### config.mk
export PLATFORM = sky130hd
export DESIGN_NAME = pc_fetch_flat
export DESIGN_NICKNAME = d
export VERILOG_FILES = /design/src/rtl/pc_fetch_if.sv /design/src/rtl/pc_fetch.sv /design/src/flat_wrapper.sv
export SDC_FILE = /design/constraint.sdc
export NUM_CORES = 1
export LEC_CHECK = 0
export ABC_AREA = 1
export CORE_UTILIZATION = 45
export CTS_CLUSTER_DIAMETER = 60
export DETAILED_ROUTE_END_ITERATION = 6
export GPL_TIMING_DRIVEN = 0
export PLACE_DENSITY = 0.81
export SYNTH_ARGS = -nofsm -noshare
export SYNTH_HDL_FRONTEND = slang
export SYNTH_SLANG_ARGS = --single-unit
### constraint.sdc
create_clock -name clk -period 1.7 [get_ports clk]
set_input_delay 0.34 -clock clk [delete_from_list [all_inputs] [get_ports clk]]
set_output_delay 0.34 -clock clk [all_outputs]
set_load 0.01 [all_outputs]
### src/rtl/pc_fetch_if.sv
// -----------------------------------------------------------------------------
// pc_fetch_if
//   Bundles the two handshakes of the fetch stage:
//     - instruction-memory request channel (req/ready, word address, read data)
//     - fetch-to-decode buffer channel (valid/ready, instruction, its PC)
//
//   Ports (signal : driven by the master = fetch stage, unless noted)
//     imem_req    : fetch request, held until imem_ready
//     imem_addr   : word address of the outstanding request
//     imem_ready  : (slave) memory completes the request this cycle
//     imem_rdata  : (slave) instruction word, valid with imem_ready
//     if_valid    : decode buffer holds an instruction
//     if_instr    : buffered instruction
//     if_pc       : address of if_instr
//     id_ready    : (slave) decode accepts the buffer this cycle
// -----------------------------------------------------------------------------
interface pc_fetch_if;
    logic        imem_req;
    logic [31:0] imem_addr;
    logic        imem_ready;
    logic [31:0] imem_rdata;
    logic        if_valid;
    logic [31:0] if_instr;
    logic [31:0] if_pc;
    logic        id_ready;

    // Fetch stage side.
    modport master (
        output imem_req,
        output imem_addr,
        input  imem_ready,
        input  imem_rdata,
        output if_valid,
        output if_instr,
        output if_pc,
        input  id_ready
    );

    // Memory / decode side.
    modport slave (
        input  imem_req,
        input  imem_addr,
        output imem_ready,
        output imem_rdata,
        input  if_valid,
        input  if_instr,
        input  if_pc,
        output id_ready
    );
endinterface

### src/rtl/pc_fetch.sv
// -----------------------------------------------------------------------------
// pc_fetch
//   Program counter and instruction-fetch stage. Holds the PC (fed to the
//   external PC+4 adder), selects between sequential / branch / jump /
//   exception targets, issues word fetches over a req/ready handshake and
//   presents fetched instructions to decode through a one-entry buffer.
//
//   Parameters
//     RESET_PC    : PC loaded on reset
//     EXC_VECTOR  : PC loaded on exc
//
//   Ports
//     clk, rst_n     : clock (rising edge), asynchronous active-low reset
//     pc             : current fetch PC, goes to the PC+4 adder
//     pc_plus4       : PC+4 adder result
//     branch_taken   : redirect pulse, target branch_target
//     jump           : redirect pulse, target jump_target
//     exc            : exception redirect pulse, target EXC_VECTOR
//     stall          : blocks the start of a new fetch
//     bus            : memory request + decode buffer channels (master)
//     fetch_cnt      : count of instructions accepted by decode (wraps)
//
//   All outputs come straight from registers.
// -----------------------------------------------------------------------------
module pc_fetch #(
    parameter logic [31:0] RESET_PC   = 32'h0000_0000,
    parameter logic [31:0] EXC_VECTOR = 32'h0000_0180
) (
    input  logic              clk,
    input  logic              rst_n,
    output logic [31:0]       pc,
    input  logic [31:0]       pc_plus4,
    input  logic              branch_taken,
    input  logic [31:0]       branch_target,
    input  logic              jump,
    input  logic [31:0]       jump_target,
    input  logic              exc,
    input  logic              stall,
    pc_fetch_if.master        bus,
    output logic [31:0]       fetch_cnt
);

    typedef enum logic [1:0] {
        BOOT  = 2'd0,
        FETCH = 2'd1,
        DRAIN = 2'd2
    } state_t;

    state_t      state_q, state_d;
    logic [31:0] pc_q, pc_d;
    logic        req_q, req_d;
    logic [31:0] addr_q, addr_d;
    logic        valid_q, valid_d;
    logic [31:0] instr_q, instr_d;
    logic [31:0] ifpc_q, ifpc_d;
    logic [31:0] cnt_q, cnt_d;

    logic        redirect;
    logic [31:0] target_sel;
    logic [31:0] target;
    logic        consume;
    logic        start_ok;

    // Redirect target, priority exc > jump > branch, word aligned.
    always_comb begin
        target_sel = branch_target;
        if (exc) begin
            target_sel = EXC_VECTOR;
        end else if (jump) begin
            target_sel = jump_target;
        end
        target = target_sel & ~32'h0000_0003;
    end

    assign redirect = exc | jump | branch_taken;
    assign consume  = valid_q & bus.id_ready;
    // Redirect is excluded separately at each use so a redirect never starts
    // a wrong-path fetch.
    assign start_ok = ~stall & (~valid_q | bus.id_ready);

    // Next-state and datapath.
    always_comb begin
        state_d = state_q;
        pc_d    = pc_q;
        req_d   = req_q;
        addr_d  = addr_q;
        valid_d = valid_q;
        instr_d = instr_q;
        ifpc_d  = ifpc_q;
        cnt_d   = cnt_q;

        // Decode takes the buffer; a completion below may refill it.
        if (consume) begin
            valid_d = 1'b0;
            cnt_d   = cnt_q + 32'd1;
        end

        case (state_q)
            BOOT: begin
                state_d = FETCH;
                if (redirect) begin
                    pc_d = target;
                end
            end

            FETCH: begin
                if (redirect) begin
                    pc_d    = target;
                    valid_d = 1'b0;
                    if (req_q && !bus.imem_ready) begin
                        // Request must still be honoured; its data is dropped.
                        state_d = DRAIN;
                    end else begin
                        req_d = 1'b0;
                    end
                end else if (req_q) begin
                    if (bus.imem_ready) begin
                        instr_d = bus.imem_rdata;
                        ifpc_d  = addr_q;
                        valid_d = 1'b1;
                        pc_d    = pc_plus4;
                        // Chain the next request in the completion cycle so a
                        // zero-wait memory streams one word per cycle; the
                        // next address is the freshly advanced PC.
                        if (start_ok) begin
                            req_d  = 1'b1;
                            addr_d = pc_plus4;
                        end else begin
                            req_d = 1'b0;
                        end
                    end
                end else if (start_ok) begin
                    req_d  = 1'b1;
                    addr_d = pc_q;
                end
            end

            DRAIN: begin
                if (redirect) begin
                    pc_d    = target;
                    valid_d = 1'b0;
                end
                if (bus.imem_ready) begin
                    req_d   = 1'b0;
                    state_d = FETCH;
                end
            end

            default: begin
                state_d = BOOT;
            end
        endcase
    end

    always_ff @(posedge clk or negedge rst_n) begin
        if (!rst_n) begin
            state_q <= BOOT;
            pc_q    <= RESET_PC;
            req_q   <= 1'b0;
            addr_q  <= '0;
            valid_q <= 1'b0;
            instr_q <= '0;
            ifpc_q  <= '0;
            cnt_q   <= '0;
        end else begin
            state_q <= state_d;
            pc_q    <= pc_d;
            req_q   <= req_d;
            addr_q  <= addr_d;
            valid_q <= valid_d;
            instr_q <= instr_d;
            ifpc_q  <= ifpc_d;
            cnt_q   <= cnt_d;
        end
    end

    assign pc           = pc_q;
    assign bus.imem_req = req_q;
    assign bus.imem_addr = addr_q;
    assign bus.if_valid = valid_q;
    assign bus.if_instr = instr_q;
    assign bus.if_pc    = ifpc_q;
    assign fetch_cnt    = cnt_q;

endmodule

### src/flat_wrapper.sv
// flat-port wrapper written by rule: the top's interface ports become plain ports
module pc_fetch_flat 
#(
    parameter logic [31:0] RESET_PC   = 32'h0000_0000,
    parameter logic [31:0] EXC_VECTOR = 32'h0000_0180
)
  (clk, rst_n, pc, pc_plus4, branch_taken, branch_target, jump, jump_target, exc, stall, fetch_cnt, bus_imem_req, bus_imem_addr, bus_imem_ready, bus_imem_rdata, bus_if_valid, bus_if_instr, bus_if_pc, bus_id_ready);
  pc_fetch_if bus_i ();
  input  logic clk;
  input  logic rst_n;
  output logic [31:0] pc;
  input  logic [31:0] pc_plus4;
  input  logic branch_taken;
  input  logic [31:0] branch_target;
  input  logic jump;
  input  logic [31:0] jump_target;
  input  logic exc;
  input  logic stall;
  output logic [31:0] fetch_cnt;
  output wire logic [$bits(bus_i.imem_req)-1:0] bus_imem_req;
  output wire logic [$bits(bus_i.imem_addr)-1:0] bus_imem_addr;
  input wire logic [$bits(bus_i.imem_ready)-1:0] bus_imem_ready;
  input wire logic [$bits(bus_i.imem_rdata)-1:0] bus_imem_rdata;
  output wire logic [$bits(bus_i.if_valid)-1:0] bus_if_valid;
  output wire logic [$bits(bus_i.if_instr)-1:0] bus_if_instr;
  output wire logic [$bits(bus_i.if_pc)-1:0] bus_if_pc;
  input wire logic [$bits(bus_i.id_ready)-1:0] bus_id_ready;
  assign bus_imem_req = bus_i.imem_req;
  assign bus_imem_addr = bus_i.imem_addr;
  assign bus_i.imem_ready = bus_imem_ready;
  assign bus_i.imem_rdata = bus_imem_rdata;
  assign bus_if_valid = bus_i.if_valid;
  assign bus_if_instr = bus_i.if_instr;
  assign bus_if_pc = bus_i.if_pc;
  assign bus_i.id_ready = bus_id_ready;
  pc_fetch #(.RESET_PC(RESET_PC), .EXC_VECTOR(EXC_VECTOR)) u_core (.clk(clk), .rst_n(rst_n), .pc(pc), .pc_plus4(pc_plus4), .branch_taken(branch_taken), .branch_target(branch_target), .jump(jump), .jump_target(jump_target), .exc(exc), .stall(stall), .bus(bus_i), .fetch_cnt(fetch_cnt));
endmodule
==> flow_summary.yaml, run 1 <==
status:
  status: "complete, no violations"
detailed_routing:
  first_pass_iters: 5
  wire_per_inst_um: 15.3
  vias: 8204
  wl_um: 25300
  ant_nets: 0
  drtIter0Drc: 511
  drcViolationCount: 0
  routed_via_density: 4.96
logic_synthesis:
  ys_seq_area_share_pct: 51.1
  syn-instance-count: 1073
  synth_cell_types: 25
  postSynthAreaPerCell_sq_um: 7.49
  yosys_warnings: 0
  syn-cell-area_sq_um: 8030
  synthesis.nets: 1213
  synth-seq-cells: 164
power:
  fin_total_pwr_mw: 14.0
  p_leak_nw: 7.19
  vdd_drop_max_v: 0.000732
  power_density_nw_per_um2: 1120
placement:
  place_ws_ns: -0.693
  dp_hpwl_um: 18600
  io_buffers: 293
  gp_congestion: 0.873
global_route:
  grt_max_degree: 88
  grt.total_usage_pct: 27.9
  grt_pass1_wl_um: 39600
  grt_util_met2_pct: 48.6
  met3_usage_pct: 6.66
  grt_pass1_vias: 8021
  antenna_found_initial: 0
  grt.overflow.total: 0
  grtUsageMet1_pct: 32.8
  busiest_layer: "met2"
worst_setup_path:
  reg2reg_to: "u_core.pc[2]"
  cp_data_required_time_ns: 1.36
  start_kind: "register"
  reg2reg_depth: 10
  crit_slowest_cell: "clkdlybuf4s50_1"
  crit_chain: "clkdlybuf4s50_1"
  critPathTopFamily: "buffers and inverters"
  path_class: "register to primary output"
  endpoint_kind: "primary output"
  slowest_delay_ns: 0.54
  worstPathArrival_ns: 1.34
  rrSetupSlack_ns: 0.05
  cp_max_fo: 2
  r2r_start: "u_core.state_q[0]"
  path_buf_inv: 1
timing:
  setup_ws_ns: 0.0178
  slew_headroom_pct: 60.0
  fmax_mhz: 594
  slew_violations: 0
  rsz0062_at_grt: "true"
  skew_ns: 0.00924
  min_period_ns: 1.68
  worst_slew_pin_slew_ns: 0.600
  finalCritPeriodShare_pct: 99.0
  setup_viol: 0
  fin_hold_ws_ns: 0.446
  finalHoldViolCount: 0
worst_hold_path:
  worst_hold_startpoint: "bus_imem_rdata[0]"
  hold_path_class: "input pin to register"
  hold_end: "u_core.bus.if_instr[0]"
  hold_path_depth: 3
clock_tree:
  clock_path_buffers: 2
  cts_buffers: 17
  cts_tree: "done"
  path_clk_slew_ns: 0.07
  cts_root_buf: "clkbuf_16"
  worstSkewPairLatency_ns: 0.43
  clock-sinks: 164
  htree_levels: 4
finish:
  postLayoutCoreUtil_pct: 72.0
  nNetsFinal: 1557
  num_antenna_cells: 0
  final_cell_mix: "362 x nand2_1, 174 x clkdlybuf4s50_1, 162 x dfrtp_1"
  syn2layout_area_growth_pct: 55.5
  mostFrequentLayoutCell: "nand2_1"
  drive_gt1_share_pct: 9.09
run:
  drv_cap: 0
floorplan:
  io_pins: 298
  die_h_um: 136
  start_util_pct: 46.3
  row_count: 48
  die_area_sq_um: 18400
  die_x_um: 136
  fp.coreArea_sq_um: 17400
logic make-up after synthesis:
group | share of synthesized area (%)
buf+inv | 8.93
compound gates | 10.6
flops | 51.1
simple gates | 26.4
fa+ha+maj | 0.623
xor+xnor | 2.40
cells in the mapped netlist:
| cell type | n | area (sq um) |
|---|---|---|
| a21o_1 | 1 | 7.51 |
| a21oi_1 | 63 | 315 |
| buf_1 | 3 | 11.3 |
| buf_2 | 21 | 105 |
| buf_4 | 3 | 22.5 |
| clkbuf_1 | 23 | 86.3 |
| clkinv_1 | 1 | 3.75 |
| dfrtp_1 | 164 | 4100 |
| ha_1 | 4 | 50.1 |
| inv_1 | 129 | 484 |
| inv_2 | 1 | 3.75 |
| nand2_1 | 365 | 1370 |
| nand3_1 | 54 | 270 |
| nand3b_1 | 4 | 30.0 |
| nand4_1 | 3 | 18.8 |
| nor2_1 | 100 | 375 |
| nor2_2 | 1 | 6.26 |
| nor2_4 | 1 | 11.3 |
| nor3_1 | 4 | 20.0 |
| nor3_4 | 1 | 16.3 |
| o21ai_0 | 70 | 350 |
| o21ai_1 | 34 | 170 |
| o22ai_1 | 1 | 6.26 |
| xnor2_1 | 14 | 123 |
| xor2_1 | 8 | 70.1 |
cell type report:
cell class / instances / area, sq um
timing repair buffer: 325 / 3340
inverter: 131 / 498
clock inverter: 15 / 181
fill: 1371 / 4870
sequential: 164 / 4110
tap: 225 / 282
clock buffer: 17 / 425
multi-input combinational: 728 / 3300
buffer: 50 / 359
registers in the layout (all words and copies together), names as in the netlist:
register              count
u_core.bus.if_instr      32
u_core.bus.if_pc         32
u_core.bus.imem_addr     32
u_core.fetch_cnt         32
u_core.pc                32
u_core.state_q            2
u_core.bus.if_valid       1
u_core.bus.imem_req       1
stage by stage:
stage / area [sq um] / setup TNS, ns / std cells
floorplan: 8030 / 0 / 1073
global placement: 11200 / -1119.20 / 1591
detailed placement: 11300 / -85.00 / 1592
CTS: 12200 / 0 / 1651
global route: 12500 / -0.266 / 1655
finish: 12500 / 0 / 1655
where the power goes:
| part | switching (mW) | leakage (nW) | total (mW) | internal (mW) |
|---|---|---|---|---|
| Combinational | 2.40 | 4.74 | 4.72 | 2.33 |
| Sequential | 0.530 | 2.17 | 5.35 | 4.82 |
| Clock | 1.63 | 0.282 | 3.95 | 2.32 |
per-layer routing:
layer	up-vias	share of wire [%]
li1	4026	-
met1	3776	40
met2	347	50
met3	55	6.8
met4	0	3.1
met5	-	0
worst max path at each step:
stage / endpoint / slack [ns] / cells past startpoint / startpoint
finish: bus_if_pc[9] / 0.02 / 1 / u_core.bus.if_pc[9]
global route: u_core.fetch_cnt[26] / -0.03 / 7 / u_core.bus.if_valid
CTS: bus_imem_addr[1] / 0.00003 / 1 / u_core.bus.imem_addr[1]
detailed placement: u_core.pc[26] / -0.69 / 8 / jump
global placement: u_core.pc[19] / -6.35 / 1 / rst_n
floorplan: u_core.pc[10] / 0.12 / 9 / u_core.state_q[0]
repair_timing:
action | in CTS | in global routing
hold buffers | 1 | 0
endpoints found under the hold margin | 77 | 0
buffers inserted | 26 | 3
endpoints found under the setup margin | 204 | 172
gates cloned | 0 | 1
resized for setup | 104 | 117
pin swaps | 4 | 4
Power figures use the tool's default switching activity.
==> run 2, diff against run 1 <==
CELL_PAD_IN_SITES_DETAIL_PLACEMENT = 1   (was unset)
CELL_PAD_IN_SITES_GLOBAL_PLACEMENT = 1   (was unset)
CORE_UTILIZATION = 31   (was 45)
PLACE_DENSITY = 0.76   (was 0.81)
==> run 2 against run 1 <==
The run now ends with negative setup slack left. Sequential share of layout area is 1.4 points lower. Worst setup slack lost 0.047 ns. Utilization fell by 21 points. Sequential power barely moved. Hold slack worse by 0.042 ns. Register-to-register slack worse by 0.08 ns. Cell count grew 7.4%. Die area grew 44%. Combinational power increased by 3%. Critical path type is now register to register. Critical endpoint is now u_core.bus.if_pc[31].
==> flow_summary.yaml, run 2 (synthesis gave the netlist of run 1 again) <==
status:
  status: "complete, but fails checks"
  violations: "negative setup slack"
detailed_routing:
  drtIter0Drc: 372
  wl_um: 29700
  wire_per_inst_um: 16.7
  ant_nets: 0
  drcViolationCount: 0
  first_pass_iters: 4
  routed_via_density: 4.60
  vias: 8182
worst_setup_path:
  worstPathArrival_ns: 2.07
  endpoint_kind: "register"
  reg2reg_to: "u_core.bus.if_pc[31]"
  cp_data_required_time_ns: 2.05
  rrSetupSlack_ns: -0.03
  path_class: "register to register"
  slowest_delay_ns: 0.44
  r2r_start: "u_core.state_q[1]"
  crit_slowest_cell: "dfrtp_1"
  start_kind: "register"
  cp_max_fo: 5
  reg2reg_depth: 11
  crit_chain: "inv_2 > ha_4 > inv_2 > nor2_4 > inv_4 > nor2_4 > buf_6 > buf_8 > buf_6 > nor2_1 > a21oi_1"
global_route:
  grt_max_degree: 116
  grt.overflow.total: 0
  grt_pass1_wl_um: 45300
  antenna_found_initial: 0
  grt.total_usage_pct: 22.0
  grt_pass1_vias: 8559
timing:
  skew_ns: 0.0148
  setup_ws_ns: -0.0293
  rsz0062_at_grt: "true"
  finalHoldViolCount: 0
  slew_headroom_pct: 57.6
  finalCritPeriodShare_pct: 102
  fin_hold_ws_ns: 0.404
  setup_viol: 4
  fmax_mhz: 578
  slew_violations: 0
  min_period_ns: 1.73
  worst_slew_pin_slew_ns: 0.636
power:
  vdd_drop_max_v: 0.000788
  power_density_nw_per_um2: 1080
  p_leak_nw: 7.42
floorplan:
  row_count: 58
  io_pins: 298
  start_util_pct: 31.7
  die_x_um: 163
  die_h_um: 163
  die_area_sq_um: 26600
  fp.coreArea_sq_um: 25300
finish:
  syn2layout_area_growth_pct: 62.2
  fin_cells: 1777
  drive_gt1_share_pct: 12.9
  nFillCells: 3030
  final_cell_mix: "360 x nand2_1, 162 x dfrtp_1, 144 x clkdlybuf4s50_1"
  num_antenna_cells: 0
  mostFrequentLayoutCell: "nand2_1"
  ff_latch_area_sq_um: 4110
  nNetsFinal: 1574
  multi_input_area_sq_um: 3460
placement:
  dp_hpwl_um: 21700
  io_buffers: 293
  dp_cells: 1697
  gp_congestion: 0.834
clock_tree:
  worstSkewPairLatency_ns: 0.43
  clock_path_buffers: 2
  cts_tree: "done"
  path_clk_slew_ns: 0.07
  cts_buffers: 17
  htree_levels: 4
  clock-sinks: 164
  cts_root_buf: "clkbuf_16"
run:
  drv_cap: 0
worst_hold_path:
  hold_path_class: "input pin to async pin"
-- run 2: cell count changes in the layout (fill, tap and decap cells not counted), moves of 5 or more --
cell	before	now
dlygate4sd2_1	54	92
buf_8	3	14
a21oi_2	0	18
o21ai_1	40	69
clkdlybuf4s50_1	174	144
inv_8	0	5
o21ai_0	64	33
a21oi_1	63	45
nor2_1	86	73
dlymetal6s2s_1	64	56
buf_6	14	9
clkbuf_16	17	24
nor2_2	12	21
-- run 2: layer usage --
| layer | vias up | global-route usage (%) | routed length (um) |
|---|---|---|---|
| met4 | 0 | 5.61 | 364 |
| met1 | 3888 | 25.9 | 12100 |
| met2 | 218 | 40.0 | 15700 |
| met3 | 24 | 5.02 | 1570 |
| li1 | 4052 | - | - |
| met5 | - | 0 | 0 |
-- run 2: area by class of cell --
cell class              count  area share (%)
clock inverters            14            1.20
plain buffers              50            3.19
inverters                 131            3.84
multi-input cells         728            26.5
repair buffers            342            27.2
clock buffers              18            3.37
flip-flops and latches    164            31.5
well taps                 330            3.17
-- run 2: worst max-delay path by stage --
stage                                   start                       end  cells after the start
after floorplan             u_core.state_q[0]             u_core.pc[10]                      9
after global placement                  rst_n  u_core.bus.imem_addr[18]                      1
after detailed placement       bus_imem_ready             u_core.pc[13]                      8
after CTS                 u_core.bus.imem_req              u_core.pc[2]                      9
after global routing        u_core.state_q[1]      u_core.bus.if_pc[31]                     11
final                       u_core.state_q[1]      u_core.bus.if_pc[31]                     11
-- run 2: worst max-delay path: cells and delay by family (launching register included) --
kind | cells | cell delay [ns]
AND/OR/NAND/NOR | 3 | 0.28
buffers and inverters | 6 | 0.61
flip-flops | 1 | 0.44
AO/OA/AOI/OAI | 1 | 0.15
adder cells (fa/ha/maj) | 1 | 0.17
-- run 2: power breakdown --
group / switching (mW) / internal, mW / total (mW)
logic: 2.63 / 2.25 / 4.88
registers: 0.527 / 4.81 / 5.34
clock network: 1.86 / 2.01 / 3.88
-- run 2: per-stage QoR --
stage | instance area (sq um) | util, % | worst slack (ns) | total power [mW] | TNS (ns)
floorplan | 8030 | - | 0.117 | 7.28 | 0
global placement | 11400 | 44.9 | -6.73 | 10.2 | -1186.06
detailed placement | 11400 | 45.0 | -0.824 | 10.3 | -92.51
CTS | 12300 | 48.6 | -0.0345 | 14.0 | -0.0412
global route | 13000 | 51.4 | -0.104 | 14.9 | -3.93
finish | 13000 | 51.4 | -0.0293 | 14.1 | -0.0370
-- run 2: what timing repair did --
action,4_1_cts,5_1_grt
pin swaps,5,23
cloned,1,7
hold buffers,1,0
buffers inserted,33,6
hold endpoints to repair,49,0
setup endpoints to repair,237,191
resized for setup,141,206
